--- src/rtl/processor_alu_issue.sv ---
// Operand-issue stage in front of the 32-bit ALU: reads operands from an
// internal register file, pulses the ALU capture enable, then writes the
// ALU's registered result back. One instruction every three cycles.
module processor_alu_issue #(
    parameter int unsigned NREGS = 8,
    parameter int unsigned AW    = 3,
    parameter int unsigned DW    = 32
) (
    input  logic          i_clk,
    input  logic          i_rst_n,
    input  logic          i_instr_valid,
    output logic          o_instr_ready,
    input  logic [2:0]    i_instr_op,
    input  logic [AW-1:0] i_instr_rs,
    input  logic [AW-1:0] i_instr_rt,
    input  logic [AW-1:0] i_instr_rd,
    input  logic [15:0]   i_instr_imm,
    input  logic          i_instr_use_imm,
    output logic [DW-1:0] o_alu_in1,
    output logic [DW-1:0] o_alu_in2,
    output logic [2:0]    o_alu_op,
    output logic          o_alu_wren,
    input  logic [DW-1:0] i_alu_out,
    output logic          o_wb_done,
    input  logic [AW-1:0] i_dbg_addr,
    output logic [DW-1:0] o_dbg_data
);

    typedef enum logic [1:0] {
        StIdle  = 2'd0,
        StIssue = 2'd1,
        StWb    = 2'd2
    } state_e;

    state_e        r_state;
    logic [DW-1:0] r_alu_in1;
    logic [DW-1:0] r_alu_in2;
    logic [2:0]    r_alu_op;
    logic [AW-1:0] r_rd;
    logic [DW-1:0] r_rf [NREGS];

    logic [DW-1:0] w_rs_data;
    logic [DW-1:0] w_rt_data;
    logic [DW-1:0] w_imm_ext;
    logic [DW-1:0] w_in2;

    // Register-file read ports; register 0 is hard-wired to zero.
    always_comb begin
        w_rs_data  = (i_instr_rs == '0) ? '0 : r_rf[i_instr_rs];
        w_rt_data  = (i_instr_rt == '0) ? '0 : r_rf[i_instr_rt];
        w_imm_ext  = {{(DW-16){i_instr_imm[15]}}, i_instr_imm};
        w_in2      = i_instr_use_imm ? w_imm_ext : w_rt_data;
        o_dbg_data = (i_dbg_addr == '0) ? '0 : r_rf[i_dbg_addr];
    end

    // Status and ALU-facing outputs are decodes of the state register.
    always_comb begin
        o_instr_ready = (r_state == StIdle);
        o_alu_wren    = (r_state == StIssue);
        o_wb_done     = (r_state == StWb);
        o_alu_in1     = r_alu_in1;
        o_alu_in2     = r_alu_in2;
        o_alu_op      = r_alu_op;
    end

    // Sequencer: accept in IDLE, pulse ALU in ISSUE, write back in WB.
    always_ff @(posedge i_clk or negedge i_rst_n) begin
        if (!i_rst_n) begin
            r_state   <= StIdle;
            r_alu_in1 <= '0;
            r_alu_in2 <= '0;
            r_alu_op  <= '0;
            r_rd      <= '0;
            for (int i = 0; i < int'(NREGS); i++) begin
                r_rf[i] <= '0;
            end
        end else begin
            case (r_state)
                StIdle: begin
                    if (i_instr_valid) begin
                        r_alu_in1 <= w_rs_data;
                        r_alu_in2 <= w_in2;
                        r_alu_op  <= i_instr_op;
                        r_rd      <= i_instr_rd;
                        r_state   <= StIssue;
                    end
                end
                StIssue: begin
                    r_state <= StWb;
                end
                StWb: begin
                    // Write lands before the next accept, so no forwarding is needed.
                    if (r_rd != '0) begin
                        r_rf[r_rd] <= i_alu_out;
                    end
                    r_state <= StIdle;
                end
                default: begin
                    r_state <= StIdle;
                end
            endcase
        end
    end

endmodule

--- config.mk ---
export PLATFORM = sky130hd
export DESIGN_NAME = processor_alu_issue
export DESIGN_NICKNAME = d
export VERILOG_FILES = /design/src/rtl/processor_alu_issue.sv
export SDC_FILE = /design/constraint.sdc
export NUM_CORES = 1
export LEC_CHECK = 0
export CAP_MARGIN = 10
export CORE_ASPECT_RATIO = 2
export CORE_MARGIN = 3
export CORE_UTILIZATION = 30
export CTS_CLUSTER_DIAMETER = 60
export CTS_CLUSTER_SIZE = 25
export DETAILED_ROUTE_END_ITERATION = 10
export GPL_ROUTABILITY_DRIVEN = 0
export HOLD_SLACK_MARGIN = 0.12
export PLACE_DENSITY = 0.48
export SKIP_LAST_GASP = 1
export SLEW_MARGIN = 20
export SYNTH_ARGS = -nofsm -noshare
export SYNTH_HDL_FRONTEND = slang
export SYNTH_SLANG_ARGS = --single-unit
--- constraint.sdc ---
create_clock -name i_clk -period 2 [get_ports i_clk]
set_clock_uncertainty 0.05 [all_clocks]
set_input_delay 0.4 -clock i_clk [delete_from_list [all_inputs] [get_ports i_clk]]
set_output_delay 0.4 -clock i_clk [all_outputs]
set_load 0.005 [all_outputs]
==> impl_metrics.toml <==
[outcome]
outcome = "finished, violations left"
failed_checks = "setup timing"

[timing]
fmax_ghz = 0.447
setup_viol = 32
period_needed_ns = 2.24
slew_headroom = 0.631
hold_viol = 0
rsz0062_at_grt = "yes"
worstMarginPinSlew_ns = 0.553
post-route-period-util = 1.12
maxSlewViolCount = 0
setup_ws_ns = -0.236

[finish]
layout-drive-gt1-share = 0.487
nFillCells = 5137
fin_area_um2 = 22200
layout_commonest_cell = "dfrtp_1"
area_growth_pct = 34.6
final_util = 0.408
fin_cells = 2348
seqCellArea_um2 = 7410
multi_input_area_um2 = 8690
n_antenna_cell = 0
final_net_count = 1726
mostFrequentLayoutCells = "dfrtp_1, mux2_2, buf_4, clkdlybuf4s50_1, mux2i_1"

[synth]
yosysWarnings = 0
synth_area_um2 = 16500
synth_mux_area_frac = 0.350
ys_dominant_reg_cell = "dfrtp_1"
syn_avg_cell_area_um2 = 12.8
synth-simple-area-share = 0.0581
synth_top_family_by_area = "multiplexers"
synthArstFlopShare = 1.00
synth_cell_types = 42
synth_xor_area_frac = 0
yosys.area_share.adder = 0
ys_seq_area_frac = 0.449
synth_nets = 1354
synth_compound_area_frac = 0.106
ys_seq_elements = 296
postSynthCellCount = 1287
synth_edf_count = 0

[critical_path]
crit_chain = "mux4_2 > a21o_1 > buf_2"
rrSetupSlack_ns = 0.06
worst_setup_path_end_kind = "output pin"
crit_arrival_ns = 1.79
slowest_delay_ns = 0.48
crit_type = "flop to output pin"
timing.rr.end = "o_alu_in2[21]"
r2r_cells = 6
startpoint_type = "flop"
crit_start = "r_rf[30]"
r2r-start = "r_state[0]"
worst_ep_required_time_ns = 1.55
path_buf_inv = 1
cp_max_fo = 3
cp.depth = 3
cp-endpoint = "o_dbg_data[30]"
cp_slowest_cell = "mux4_2"
path_delay_family = "multiplexers"

[global_routing]
grt_pass1_vias = 14100
overflow = 0
grt_pass1_wl_um = 93800
antenna_found_initial = 0
grt_max_degree = 51
grt.total_usage = 0.217

[die]
initial_core_util = 0.303
design.portCount = 169
die_height_um = 338
rows = 121
die-area_um2 = 58100
die_x_um = 172
core-area_um2 = 54500

[power_and_ir_drop]
p_per_area_nw_per_um2 = 1240
vdd_drop_max_uv = 580
leakagePower_uw = 0.00988

[detailed_routing]
routed.top_layer = "met4"
firstDrtPassIters = 7
vias = 13000
wl_met2_um = 34000
drt_iter0_drc = 980
wl_met3_um = 2530
via_per_inst = 5.54
drc = 0
drt-wirelength-per-cell_um = 27.2
totalWireLength_um = 63900
detail-route-antenna-nets = 0
wl_met1_um = 25300

[placed_design]
dpl-instance-area_um2 = 21100
place_hpwl_um = 44100
io_buffers = 168
dp.cells = 2274

[clock_network]
clockRootBuffer = "clkbuf_16"
cts_sinks = 296
cts_max_level = 1
cts_buffers = 21
cts_tree = "done"
cts_buffer_depth = 3
cts.clk_slew.worst_paths_ns = 0.10
insertion_delay_ns = 0.55

[flow_run]
maxCapViolations = 0

[hold_path]
hold_class = "input pin to async pin"
-- layout make-up --
type | count | area share
clock buffer | 23 | 0.0244
clock inverter | 13 | 0.00811
inverter | 2 | 0.000450
multi-input combinational | 869 | 0.391
sequential | 296 | 0.334
tap | 676 | 0.0381
timing repair buffer | 469 | 0.204
-- worst reg2reg max path, stage by stage, from the launching register on --
cell and delay [ns]:
dfrtp_2 0.45, or3b_4 0.50, buf_6 0.21, a21oi_4 0.19, and2_1 0.20, buf_12 0.16
a211oi_1 0.06
-- repair_timing --
item,in CTS,in global routing
buffers inserted,32,14
endpoints found under the setup margin,49,71
gates resized for setup,220,23
gates cloned,0,1
pin swaps,31,2
hold buffers,1,0
hold endpoints to repair,39,0
-- worst min-delay path by stage --
stage,from,end,slack [ns]
after global routing,i_instr_op[2],o_alu_op[2],0.32
after global placement,i_rst_n,r_rf[200],0.34
after detailed placement,i_rst_n,r_rf[200],0.35
after CTS,i_instr_op[2],o_alu_op[2],0.29
after floorplan,i_rst_n,o_alu_in1[0],0.05
final,i_rst_n,r_rf[200],0.32
-- report_power, final --
group          internal, µW  switching [µW]
clock                  2340            2540
combinational          7450            4530
sequential             8530            2200
total                 18300            9270
-- flip-flops by register name (all words and copies together) (netlist names) --
| name | flops |
|---|---|
| o_alu_in2 | 32 |
| o_alu_in1 | 32 |
| r_rd | 3 |
| o_alu_op | 3 |
| r_rf | 224 |
| r_state | 2 |
-- cell families (layout without fill, tap and decap cells) --
kind of cell           Yosys count  in the layout
AO/OA/AOI/OAI                  226            226
buffers and inverters          122            507
flip-flops                     296            296
multiplexers                   447            447
AND/OR/NAND/NOR                196            196
-- synthesized netlist by cell type, types with 13 or more instances --
| library cell | n | share of area |
|---|---|---|
| o31ai_1 | 33 | 0.015 |
| buf_2 | 45 | 0.014 |
| nor2_1 | 38 | 0.0086 |
| nand2_1 | 87 | 0.020 |
| dfrtp_1 | 296 | 0.45 |
| buf_4 | 19 | 0.0086 |
| a22oi_1 | 39 | 0.018 |
| mux2i_1 | 75 | 0.045 |
| a211oi_1 | 13 | 0.0059 |
| nor2b_1 | 37 | 0.014 |
| o21ai_0 | 31 | 0.0094 |
| mux2_4 | 30 | 0.027 |
| a221oi_1 | 51 | 0.027 |
| clkbuf_1 | 40 | 0.0091 |
| mux2_2 | 276 | 0.19 |
| mux4_2 | 65 | 0.089 |
-- stage by stage --
step / power [µW] / worst slack, ns / setup TNS [ns] / hold WS [ns]
2_1_floorplan: 16200 / 0.0344 / 0 / 0.0544
3_3_place_gp: 22100 / -0.592 / -30.80 / 0.338
3_5_place_dp: 22300 / -0.585 / -32.85 / 0.346
4_1_cts: 27600 / -0.297 / -6.06 / 0.290
5_1_grt: 29100 / -0.276 / -6.90 / 0.320
6_report: 27600 / -0.236 / -4.99 / 0.316
-- per-layer routing --
layer | GRT usage | vias up
met1 | 0.265 | 6805
li1 | - | 5675
met4 | 0.0711 | 0
met3 | 0.0181 | 107
met5 | 0 | -
met2 | 0.400 | 418
No activity file was read; power rests on OpenSTA's default activity.
